[config.mk]
export PLATFORM = sky130hd
export DESIGN_NAME = bitstream_frame_arbiter
export DESIGN_NICKNAME = d
export VERILOG_FILES = /design/src/rtl/bitstream_frame_arbiter.sv
export SDC_FILE = /design/constraint.sdc
export NUM_CORES = 1
export LEC_CHECK = 0
export BUFFER_PORTS_ARGS = -buffer_cell sky130_fd_sc_hd__buf_4
export CAP_MARGIN = 0
export CELL_PAD_IN_SITES_DETAIL_PLACEMENT = 0
export CELL_PAD_IN_SITES_GLOBAL_PLACEMENT = 1
export CORE_MARGIN = 2
export CORE_UTILIZATION = 36
export CTS_CLUSTER_DIAMETER = 40
export DETAILED_ROUTE_END_ITERATION = 7
export PLACE_DENSITY_LB_ADDON = 0.1
export SYNTH_ARGS = -nofsm -noshare
export SYNTH_HDL_FRONTEND = slang
export SYNTH_SLANG_ARGS = --single-unit
[constraint.sdc]
create_clock -name clk -period 2.2 [get_ports clk]
set_input_delay 0.11 -clock clk [delete_from_list [all_inputs] [get_ports clk]]
set_output_delay 0.11 -clock clk [all_outputs]
set_load 0.02 [all_outputs]
[src/rtl/bitstream_frame_arbiter.sv]
// Round-robin frame arbiter sharing the DCU byte FIFO and bit serializer between two byte sources.
// Define BS_ARB_FIXED_PRIO_EN to make source 0 always win simultaneous requests.
module bitstream_frame_arbiter #(
    parameter int unsigned LEN_W      = 12,
    parameter int unsigned GAP_CYCLES = 2000,
    parameter int unsigned GAP_W      = 11
) (
    input  logic             clk,
    input  logic             rst_n,
    input  logic             req0,
    input  logic             req1,
    input  logic [LEN_W-1:0] len0,
    input  logic [LEN_W-1:0] len1,
    input  logic [7:0]       data0,
    input  logic [7:0]       data1,
    input  logic             valid0,
    input  logic             valid1,
    output logic             ready0,
    output logic             ready1,
    input  logic             fifo_wfull,
    input  logic             fifo_rempty,
    input  logic             bs_rempty,
    output logic             fifo_winc,
    output logic [7:0]       fifo_wdata,
    output logic             bs_enb,
    output logic [1:0]       gnt,
    output logic             done0,
    output logic             done1,
    output logic             busy
);

    typedef enum logic [1:0] {IDLE, STREAM, DRAIN, GAP} state_t;

    state_t           state, state_nxt;
    logic [LEN_W-1:0] byte_cnt;
    logic [GAP_W-1:0] gap_cnt;
    logic             empty_q;
    logic             win1;
    logic             sel1;
    logic             accept;
    logic             drained;
    logic             gap_end;

    assign sel1    = gnt[1];
    assign drained = fifo_rempty && bs_rempty && empty_q;
    assign gap_end = (gap_cnt == GAP_W'(GAP_CYCLES - 1));

`ifdef BS_ARB_FIXED_PRIO_EN
    assign win1 = !req0;
`else
    logic prefer1;

    // Winner is the preferred source on a tie; otherwise whichever source is requesting.
    assign win1 = (req0 && req1) ? prefer1 : !req0;

    always_ff @(posedge clk) begin
        if (!rst_n) begin
            prefer1 <= 1'b0;
        end else if (state == IDLE && (req0 || req1)) begin
            prefer1 <= !win1;
        end
    end
`endif

    always_ff @(posedge clk) begin
        if (!rst_n) begin
            state <= IDLE;
        end else begin
            state <= state_nxt;
        end
    end

    always_comb begin
        state_nxt = state;
        case (state)
            IDLE:    if (req0 || req1) state_nxt = STREAM;
            STREAM:  if (byte_cnt == '0 || (accept && byte_cnt == LEN_W'(1))) state_nxt = DRAIN;
            DRAIN:   if (drained) state_nxt = GAP;
            GAP:     if (gap_end) state_nxt = IDLE;
            default: state_nxt = IDLE;
        endcase
    end

    always_comb begin
        ready0 = 1'b0;
        ready1 = 1'b0;
        if (state == STREAM && byte_cnt != '0) begin
            ready0 = !sel1 && !fifo_wfull;
            ready1 = sel1 && !fifo_wfull;
        end
        accept     = sel1 ? (valid1 && ready1) : (valid0 && ready0);
        fifo_winc  = accept;
        fifo_wdata = sel1 ? data1 : data0;
        busy       = (state != IDLE);
    end

    always_ff @(posedge clk) begin
        if (!rst_n) begin
            gnt      <= '0;
            byte_cnt <= '0;
            gap_cnt  <= '0;
            empty_q  <= 1'b0;
            bs_enb   <= 1'b0;
            done0    <= 1'b0;
            done1    <= 1'b0;
        end else begin
            done0  <= 1'b0;
            done1  <= 1'b0;
            bs_enb <= (state_nxt == STREAM) || (state_nxt == DRAIN);
            case (state)
                IDLE: begin
                    if (req0 || req1) begin
                        gnt      <= win1 ? 2'b10 : 2'b01;
                        byte_cnt <= win1 ? len1 : len0;
                    end
                end
                STREAM: begin
                    if (accept) byte_cnt <= byte_cnt - LEN_W'(1);
                end
                DRAIN: begin
                    // empty_q remembers that both drain flags were high on the previous DRAIN cycle.
                    empty_q <= fifo_rempty && bs_rempty;
                    if (drained) begin
                        gnt     <= '0;
                        done0   <= !sel1;
                        done1   <= sel1;
                        empty_q <= 1'b0;
                        gap_cnt <= '0;
                    end
                end
                GAP: begin
                    gap_cnt <= gap_cnt + GAP_W'(1);
                end
                default: ;
            endcase
        end
    end

endmodule

==> metrics.cfg, run 1 <==
[worst_setup_path]
r2r_slack_ps = 240
cp_data_arrival_time_ps = 2110
crit_chain = ha_1 > nand3_2 > or4b_4 > a221oi_4 > xor2_1 > nor2_1
rr_startpoint = gap_cnt[0]
r2r-end = bs_enb
crit_slowest_cell = or4b_4
reg2regPathDepth = 6
cp-start-kind = register
cp_data_required_time_ps = 2350
cpPeakStageDelay_ps = 580
cp-end-kind = register
path_class = reg2reg
path_max_fanout = 4

[sta]
maxSlewHeadroom = 0.565
worst_pin_slew_ps = 645
fmax_ghz = 0.510
clock_skew_ps = 2.32
finalSetupViolCount = 0
hold_viol = 0
fin_setup_tns_ps = 0
slew_violations = 0
fin_crit_ps = 1960
rsz0062_at_grt = no
min_period_over_period = 0.892

[floorplan]
core_um2 = 5470
fp.dieArea_um2 = 6220
initial_core_util = 0.369
fp.dieW_um = 78.9
ios = 66
fp.dieH_um = 78.9
rows = 27

[routing]
wirelength_mm = 5.18
vias_per_cell = 5.14
first_iter_violations = 61
vias = 2025
remaining_drc_errors = 0
avgRoutedWirePerCell_um = 13.1
dr.pass1.iters = 4
ant_nets = 0

[global_route]
grtUsageTotal = 0.174
grt_pass1_wl_mm = 8.69
grt_remaining_overflow = 0
grt.busiest_layer = met2
grt_use_met2 = 0.315
grt_pass1_vias = 1906
grt_max_degree = 29
grt_antenna_before_repair = 0
met3_usage = 0.0307
met1_usage = 0.209

[flow_run]
cap_violations = 0

[yosys]
yosysTopAreaCell = dfxtp_1
syn_nets = 307
synth-edff-count = 0
synth.area.top_cells = dfxtp_1 32%, mux2i_1 6.9%, nor2_1 6.7%, a21oi_1 5.9%, mux2_2 5.6%
yosysMostFrequentCell = nor2_1
ys.flop_type = dfxtp_1
synthArstFlopShare = 0
ys_seq_area_frac = 0.317
yosysUniqueCellTypes = 51
postSynthCellCount = 255
synth-seq-cells = 32
syn_area_um2 = 2020
ys_top_cells_by_count = 36 x nor2_1, 32 x dfxtp_1, 24 x a21oi_1
yosysWarnings = 0
syn_area_per_cell_um2 = 7.92
yosysTopAreaCellShare = 0.317

[power]
ir_drop_mv = 0.562
p_total_w = 0.00331
power.density_nw_per_um2 = 1240
p_leak_nw = 1.12

[worst_hold_path]
min_path_type = in2reg
min_to = prefer1
worstHoldStart = req1
holdPathStages = 2

[cts]
cts_buffers = 5
holdBufCountCts = 0
cts.repair.resized = 0
post_cts_buffers = 0
clkLatencyLatePin_ps = 280
cts_tree = yes
cts.path.max_buffers = 2
root_buffer = clkbuf_8
cts.htree.levels = 2
clkTransAtPathRegs_ps = 60
cts.sinks = 32

[placed_design]
placed_area_um2 = 2590
dp_hpwl_mm = 3.92
port_buffers = 65
gp_congestion = 0.777

[finish]
finalNetCount = 374
drive_above_1_share = 0.317
area_delta_synth_final_pct = 32.3
antenna_cells = 0
fin_area_um2 = 2670

[run_status]
status = finished clean

==> through the flow <==
step | hold WS [ps] | util | instances | setup slack (ps)
5_1_grt | 66.3 | 0.488 | 394 | 98.2
3_5_place_dp | 355 | 0.474 | 387 | 233
3_3_place_gp | 355 | 0.474 | 387 | 310
4_1_cts | 54.1 | 0.488 | 394 | 221
6_report | 58.1 | 0.488 | 394 | 239
2_1_floorplan | 226 | - | 255 | 348
==> state kept, by name, indices dropped and copies added (netlist names) <==
name      count
empty_q       1
prefer1       1
bs_enb        1
done0         1
byte_cnt     12
state         2
done1         1
gap_cnt      11
gnt           2
==> final cells by class <==
class / count / area (um^2)
Inverter: 6 / 22.5
Sequential cell: 32 / 641
Timing Repair Buffer: 73 / 548
Tap cell: 72 / 90.1
Multi-Input combinational cell: 204 / 1290
Fill cell: 574 / 2800
Clock buffer: 6 / 72.6
Clock inverter: 1 / 5.00
==> layer usage <==
metal	vias up	routed length, um
met4	0	49
met3	5	162
met1	927	2340
li1	1054	-
met2	39	2630
met5	-	0
==> cell usage in the layout (no fill, tap or decap), types with 3 or more instances in the layout <==
cell / instances
buf_4: 73
nand3_1: 7
nor3b_1: 3
and2_1: 5
nor4_1: 5
a21oi_1: 24
nand2_1: 18
o211ai_1: 3
mux2i_1: 14
o21ai_0: 11
nor2_1: 36
ha_1: 3
and3_1: 4
clkbuf_8: 5
o21ai_1: 10
mux2_2: 10
dfxtp_1: 32
inv_1: 5
nor3_1: 11
a31oi_1: 4
==> worst max-delay path, delay by kind of cell (launching register included) <==
| family | cells | cell delay (ps) |
|---|---|---|
| AND/OR/NAND/NOR | 3 | 750 |
| flip-flops | 1 | 370 |
| AO/OA/AOI/OAI | 1 | 310 |
| XOR/XNOR | 1 | 170 |
| adder cells (fa/ha/maj) | 1 | 230 |
==> kinds of logic (layout without fill, tap and decap cells) <==
logic type,Yosys count,in the layout,synth area share
muxes,24,24,0.125
buffers and inverters,19,86,0.0421
AOI/OAI and AO/OA,66,66,0.203
and+or+nand+nor,110,110,0.289
DFF,32,32,0.317
adders and majority gates,3,3,0.0186
xor gates and xnor gates,1,1,0.00434
==> power by group <==
| group | leakage [nW] | internal, W | switching [W] |
|---|---|---|---|
| Combinational | 0.821 | 0.000859 | 0.00108 |
| Sequential | 0.261 | 0.000736 | 0.000208 |
| Clock | 0.0410 | 0.000215 | 0.000212 |
==> worst max-delay path by stage <==
stage / from / end / slack, ps / cells after the start
finish: gap_cnt[0] / bs_enb / 240 / 6
global route: gap_cnt[0] / bs_enb / 100 / 6
CTS: gap_cnt[0] / bs_enb / 220 / 6
detailed placement: gap_cnt[0] / bs_enb / 230 / 6
global placement: gap_cnt[0] / bs_enb / 310 / 6
floorplan: byte_cnt[0] / ready0 / 350 / 6
Power figures use the tool's default switching activity.
==> inputs of run 2 (changes only) <==
==> constraint.sdc (replaced) <==
create_clock -name clk -period 2.2 [get_ports clk]
set_input_delay 0.11 -clock clk [delete_from_list [all_inputs] [get_ports clk]]
set_output_delay 0.11 -clock clk [all_outputs]
set_load 0.05 [all_outputs]
==> run 2 against run 1 <==
  * Worst setup slack improved by 40 ps
  * Final cell count unchanged
  * Sequential power is 0.4% higher
  * Clock power rose by 10%
  * Clock-buffer cell count is 2 higher
  * Largest power group unchanged
  * Global-route usage is 0.38 points higher
==> metrics.cfg, run 2 (synthesized netlist as in run 1, its figures left out) <==
[finish]
largest_register_ffs = 12  ; unchanged
regMostFlops = byte_cnt
fin_util = 0.492  ; +0.00320
drive_above_1_share = 0.320  ; +0.00311
layout_commonest_cell = buf_4
finalNetCount = 373  ; -0.27%
antenna_cells = 0  ; unchanged
fillers = 579  ; +0.87%
mostFrequentLayoutCells = 72 x buf_4, 36 x nor2_1, 32 x dfxtp_1, 24 x a21oi_1, 18 x nand2_1
area_delta_synth_final_pct = 33.2
reg.largest.list = byte_cnt x12, gap_cnt x11

[power]
power_frac_comb = 0.601  ; +0.015
pwr-share-seq = 0.267  ; -0.018
netSwitchingFraction = 0.479  ; +0.0255
power.density_nw_per_um2 = 1320  ; +6.7%
internal_power_w = 0.00185  ; +2.4%
pwr-share-clk = 0.132  ; +0.003
p_leak_nw = 1.12  ; about the same
switching_power_w = 0.00170  ; +13%
ir_drop_mv = 0.610  ; +8.6%

[cts]
cts_tree = yes
clkLatencyLatePin_ps = 280  ; about the same
cts_buffers = 5  ; unchanged
post_cts_buffers = 0  ; unchanged
cts.sinks = 32  ; unchanged
clkTransAtPathRegs_ps = 70  ; about the same
cts.repair.resized = 0  ; unchanged
cts.htree.levels = 2  ; unchanged
cts.path.max_buffers = 2  ; unchanged
root_buffer = clkbuf_8
holdBufCountCts = 0  ; unchanged

[run_status]
status = finished clean

[sta]
maxSlewHeadroom = 0.562  ; -0.00295
slew_violations = 0  ; unchanged
fin_crit_ps = 1920  ; -40.0 ps
rsz0062_at_grt = no
whs_ps = 69.7  ; +11.7 ps
worst_pin_slew_ps = 650  ; +4.38 ps
fmax_ghz = 0.520  ; +2.1%
clock_skew_ps = 5.23  ; +2.91 ps
finalSetupViolCount = 0  ; unchanged
min_period_over_period = 0.873  ; -0.0182
hold_viol = 0  ; unchanged

[routing]
dr.pass1.iters = 4  ; unchanged
ant_nets = 0  ; unchanged
vias = 2049  ; +1.2%
avgRoutedWirePerCell_um = 13.3  ; +0.87%
remaining_drc_errors = 0  ; unchanged
wirelength_mm = 5.23  ; +0.87%
vias_per_cell = 5.20  ; +1.2%
first_iter_violations = 75  ; +23%

[floorplan]
fp.dieH_um = 78.9  ; unchanged
core_um2 = 5470  ; unchanged
fp.dieArea_um2 = 6220  ; unchanged
fp.dieW_um = 78.9  ; unchanged
ios = 66  ; unchanged
rows = 27  ; unchanged
initial_core_util = 0.369  ; unchanged

[global_route]
grt_pass1_wl_mm = 9.03  ; +4.0%
met1_usage = 0.231  ; +0.0224
grt_pass1_vias = 1919  ; +0.68%
met3_usage = 0.0284  ; -0.00227
grtUsageTotal = 0.178  ; +0.00384
grt_max_degree = 29  ; unchanged
grt_remaining_overflow = 0  ; unchanged
grt.busiest_layer = met2
grt_use_met2 = 0.304  ; -0.0111
grt_antenna_before_repair = 0  ; unchanged

[worst_hold_path]
holdPathStages = 2  ; unchanged
min_to = prefer1
min_path_type = in2reg
worstHoldStart = req1

[worst_setup_path]
worstSetupStartpoint = gap_cnt[0]
cp_data_required_time_ps = 2350  ; about the same
reg2regPathDepth = 6  ; unchanged
r2r_slack_ps = 280  ; +40 ps
r2r-end = bs_enb
cp_data_arrival_time_ps = 2070  ; -40 ps
path_max_fanout = 4  ; unchanged
rr_startpoint = gap_cnt[0]
cp-start-kind = register
cp-end-kind = register
path_class = reg2reg

[placed_design]
port_buffers = 65  ; unchanged
gp_congestion = 0.766  ; -1.4%
dp_hpwl_mm = 3.89  ; -0.75%

[flow_run]
cap_violations = 0  ; unchanged

run 2: changes by cell type in the layout (fill, tap and decap cells not counted), sizes merged:
cell / before / now
buf: 73 / 72
clkbuf: 6 / 8
clkinv: 1 / 0
run 2: stage by stage:
stage / power [W] / std cells / TNS [ps] / setup WS [ps] / instance area [um^2]
after floorplan: 0.00252 / 255 / -68.9 / -68.9 / 2030
after global placement: 0.00311 / 386 / 0 / 319 / 2600
after detailed placement: 0.00310 / 386 / 0 / 275 / 2600
after CTS: 0.00358 / 394 / 0 / 264 / 2690
after global routing: 0.00386 / 394 / 0 / 27.1 / 2690
final: 0.00355 / 394 / 0 / 279 / 2690
run 2: worst max-delay path by stage:
stage,endpoint,cells past startpoint
6_report,bs_enb,6
5_1_grt,byte_cnt[8],7
4_1_cts,bs_enb,6
3_5_place_dp,bs_enb,6
3_3_place_gp,bs_enb,6
2_1_floorplan,ready1,3
run 2: power groups by stage:
stage	registers [W]	logic (W)	clock network [W]
final	0.000948	0.00214	0.000470
after global routing	0.000986	0.00237	0.000504
after CTS	0.000948	0.00215	0.000480
after detailed placement	0.000958	0.00215	0
after global placement	0.000957	0.00215	0
after floorplan	0.000960	0.00156	0
run 2: layout make-up:
| type | instances | area [um^2] | share of cell area |
|---|---|---|---|
| Clock buffer | 8 | 90.1 | 0.0335 |
| Inverter | 6 | 22.5 | 0.00837 |
| Multi-Input combinational cell | 204 | 1310 | 0.486 |
| Sequential cell | 32 | 641 | 0.238 |
| Tap cell | 72 | 90.1 | 0.0335 |
| Timing Repair Buffer | 72 | 541 | 0.201 |
run 2: critical path, stage by stage (launching register included):
cell and delay (ps):
dfxtp_1 360, ha_1 230, nand3_2 110, or4b_4 580, a221oi_4 310, xor2_1 160
nor2_1 50
run 2: per-layer routing:
layer	vias to the layer above	wire length (um)
li1	1061	-
met1	945	2420
met2	36	2560
met3	7	184
met4	0	61
met5	-	0
==> inputs of run 3 (changes only) <==
--- a/config.mk
+++ b/config.mk
@@ -9,6 +9,7 @@
 export CAP_MARGIN = 0
 export CELL_PAD_IN_SITES_DETAIL_PLACEMENT = 0
 export CELL_PAD_IN_SITES_GLOBAL_PLACEMENT = 1
+export CORE_ASPECT_RATIO = 1.1
 export CORE_MARGIN = 2
 export CORE_UTILIZATION = 36
 export CTS_CLUSTER_DIAMETER = 40
==> constraint.sdc (replaced) <==
create_clock -name clk -period 2 [get_ports clk]
set_input_delay 0.1 -clock clk [delete_from_list [all_inputs] [get_ports clk]]
set_output_delay 0.1 -clock clk [all_outputs]
set_load 0.05 [all_outputs]
==> run 3 against run 2 <==
  * Combinational power increased by 20%
  * Clock-buffer cell count shrank 2
  * Sequential share of layout area shrank 0.56 points
  * Wire length grew 2.1%
  * Highest routed layer unchanged
  * Flip-flop and latch count did not move
  * Clock power is 1% higher
  * Final area rose by 3.4%
==> metrics.cfg, run 3 (synthesized netlist as in run 1, its figures left out) <==
[sta]
clock_skew_ps = 5.69  ; +0.458 ps
fmax_ghz = 0.524
slew_violations = 0  ; unchanged
finalSetupViolCount = 0  ; unchanged
hold_viol = 0  ; unchanged
min_period_over_period = 0.955
rsz0062_at_grt = no
maxSlewHeadroom = 0.552  ; -0.0106
worst_pin_slew_ps = 666  ; +15.7 ps
layout_setup_ws_ps = 90.4  ; -188 ps
fin_crit_ps = 1910

[power]
ir_drop_mv = 0.776  ; +27%
netSwitchingFraction = 0.474  ; -0.00458
pwr-share-clk = 0.116  ; -0.016
power_frac_comb = 0.625  ; +0.024
pwr-share-seq = 0.259  ; -0.008
switching_power_w = 0.00194  ; +14%
power.density_nw_per_um2 = 1470  ; +11%
internal_power_w = 0.00215  ; +16%
p_leak_nw = 1.15  ; +2.6%

[global_route]
grt_antenna_before_repair = 0  ; unchanged
grt_pass1_vias = 1915  ; -0.21%
grt_max_degree = 29  ; unchanged
grt_pass1_wl_mm = 9.09  ; +0.61%
grtUsageTotal = 0.188  ; +0.0108
grt_remaining_overflow = 0  ; unchanged

[worst_hold_path]
min_path_type = in2reg

[worst_setup_path]
cp-end-kind = primary output
cp_data_arrival_time_ps = 1810  ; -260 ps
cp_data_required_time_ps = 1900  ; -450 ps
r2r_slack_ps = 170  ; -110 ps
path_class = reg2out
path_max_fanout = 6  ; +2
cp-start-kind = register

[finish]
fin_util = 0.516  ; +0.0240
mostFrequentLayoutCells = 74 x buf_4, 36 x nor2_1, 27 x dfxtp_1, 24 x a21oi_1, 18 x nand2_1
antenna_cells = 0  ; unchanged
layout_commonest_cell = buf_4
drive_above_1_share = 0.350  ; +0.0298
reg.largest.list = byte_cnt x12, gap_cnt x11
fin_cells = 401  ; +1.8%
largest_register_ffs = 12  ; unchanged
fin_area_um2 = 2780  ; +3.4%
fillers = 575  ; -0.69%
area_delta_synth_final_pct = 37.7
regMostFlops = byte_cnt
finalNetCount = 378  ; +1.3%

[placed_design]
port_buffers = 65  ; unchanged
placed_area_um2 = 2670  ; +2.7%
dp_slack_ps = 68.3  ; -206 ps
dp_hpwl_mm = 3.95  ; +1.5%
dp_cells = 394  ; +2.1%
gp_congestion = 0.809  ; +5.5%

[floorplan]
ios = 66  ; unchanged
rows = 28  ; +3.7%
initial_core_util = 0.374  ; +0.00531
core_um2 = 5400  ; -1.4%
fp.dieH_um = 82.6  ; +4.6%
fp.dieW_um = 75.4  ; -4.4%
fp.dieArea_um2 = 6230  ; about the same

[cts]
clkLatencyLatePin_ps = 280  ; about the same
clkTransAtPathRegs_ps = 70  ; about the same
cts_buffers = 5  ; unchanged
cts_tree = yes
root_buffer = clkbuf_8
cts.path.max_buffers = 2  ; unchanged
cts.htree.levels = 2  ; unchanged
cts.sinks = 32  ; unchanged
holdBufCountCts = 0  ; unchanged
post_cts_buffers = 0  ; unchanged

[routing]
dr.pass1.iters = 4  ; unchanged
vias = 2087  ; +1.9%
remaining_drc_errors = 0  ; unchanged
avgRoutedWirePerCell_um = 13.3  ; +0.28%
first_iter_violations = 68  ; -9.3%
vias_per_cell = 5.20  ; about the same
ant_nets = 0  ; unchanged
wirelength_mm = 5.33  ; +2.1%

[flow_run]
cap_violations = 0  ; unchanged

[run_status]
status = finished clean

==> run 3: changes by cell type in the layout (fill, tap and decap cells not counted), sizes merged <==
cell    change
buf         +5
clkbuf      -2
clkinv      +1
==> run 3: what timing repair did <==
item,in CTS,in global routing
gates resized for setup,3,7
endpoints found under the hold margin,0,0
setup endpoints to repair,2,5
cloned,0,0
pin swaps,0,1
==> run 3: worst max-delay path, stage by stage (launching register included) <==
cell	delay, ps
dfxtp_2	370
inv_1	70
ha_1	230
nor3b_4	170
and3_1	190
buf_4	160
nor4_4	140
buf_6	190
==> run 3: cell type report <==
| class | count | area, um^2 | area share |
|---|---|---|---|
| sequential | 32 | 647 | 0.233 |
| clock inverter | 1 | 5.00 | 0.00180 |
| tap | 75 | 93.8 | 0.0337 |
| multi-input combinational | 204 | 1340 | 0.483 |
| clock buffer | 6 | 72.6 | 0.0261 |
| timing repair buffer | 77 | 598 | 0.215 |
| inverter | 6 | 22.5 | 0.00810 |
==> run 3: metrics by stage <==
stage / hold slack [ps] / setup TNS [ps] / power [W]
after floorplan: 216 / -25.0 / 0.00281
final: 51.8 / 0 / 0.00410
after global placement: 338 / 0 / 0.00360
after detailed placement: 350 / 0 / 0.00360
after CTS: 41.2 / 0 / 0.00410
after global routing: 54.0 / 0 / 0.00445
==> run 3: worst paths after layout <==
path,endpoint,start,depth (start not counted)
min,prefer1,req1,2
max reg2reg,bs_enb,gap_cnt[0],6
min reg2reg,byte_cnt[1],byte_cnt[1],2
max,ready0,byte_cnt[0],7
==> run 3: per-layer routing <==
metal  global-route usage  vias up  part of all wire
met5                    0        -                 0
met4               0.0509        0             0.014
met3               0.0364        8             0.037
met2                0.326       41              0.50
met1                0.237      971              0.44
li1                     -     1067                 -
==> run 3: power groups by stage <==
| stage | Clock [W] | Sequential, W | Combinational, W |
|---|---|---|---|
| floorplan | 0 | 0.00106 | 0.00175 |
| global placement | 0 | 0.00105 | 0.00255 |
| detailed placement | 0 | 0.00106 | 0.00254 |
| CTS | 0.000495 | 0.00105 | 0.00256 |
| global route | 0.000518 | 0.00110 | 0.00283 |
| finish | 0.000475 | 0.00106 | 0.00256 |
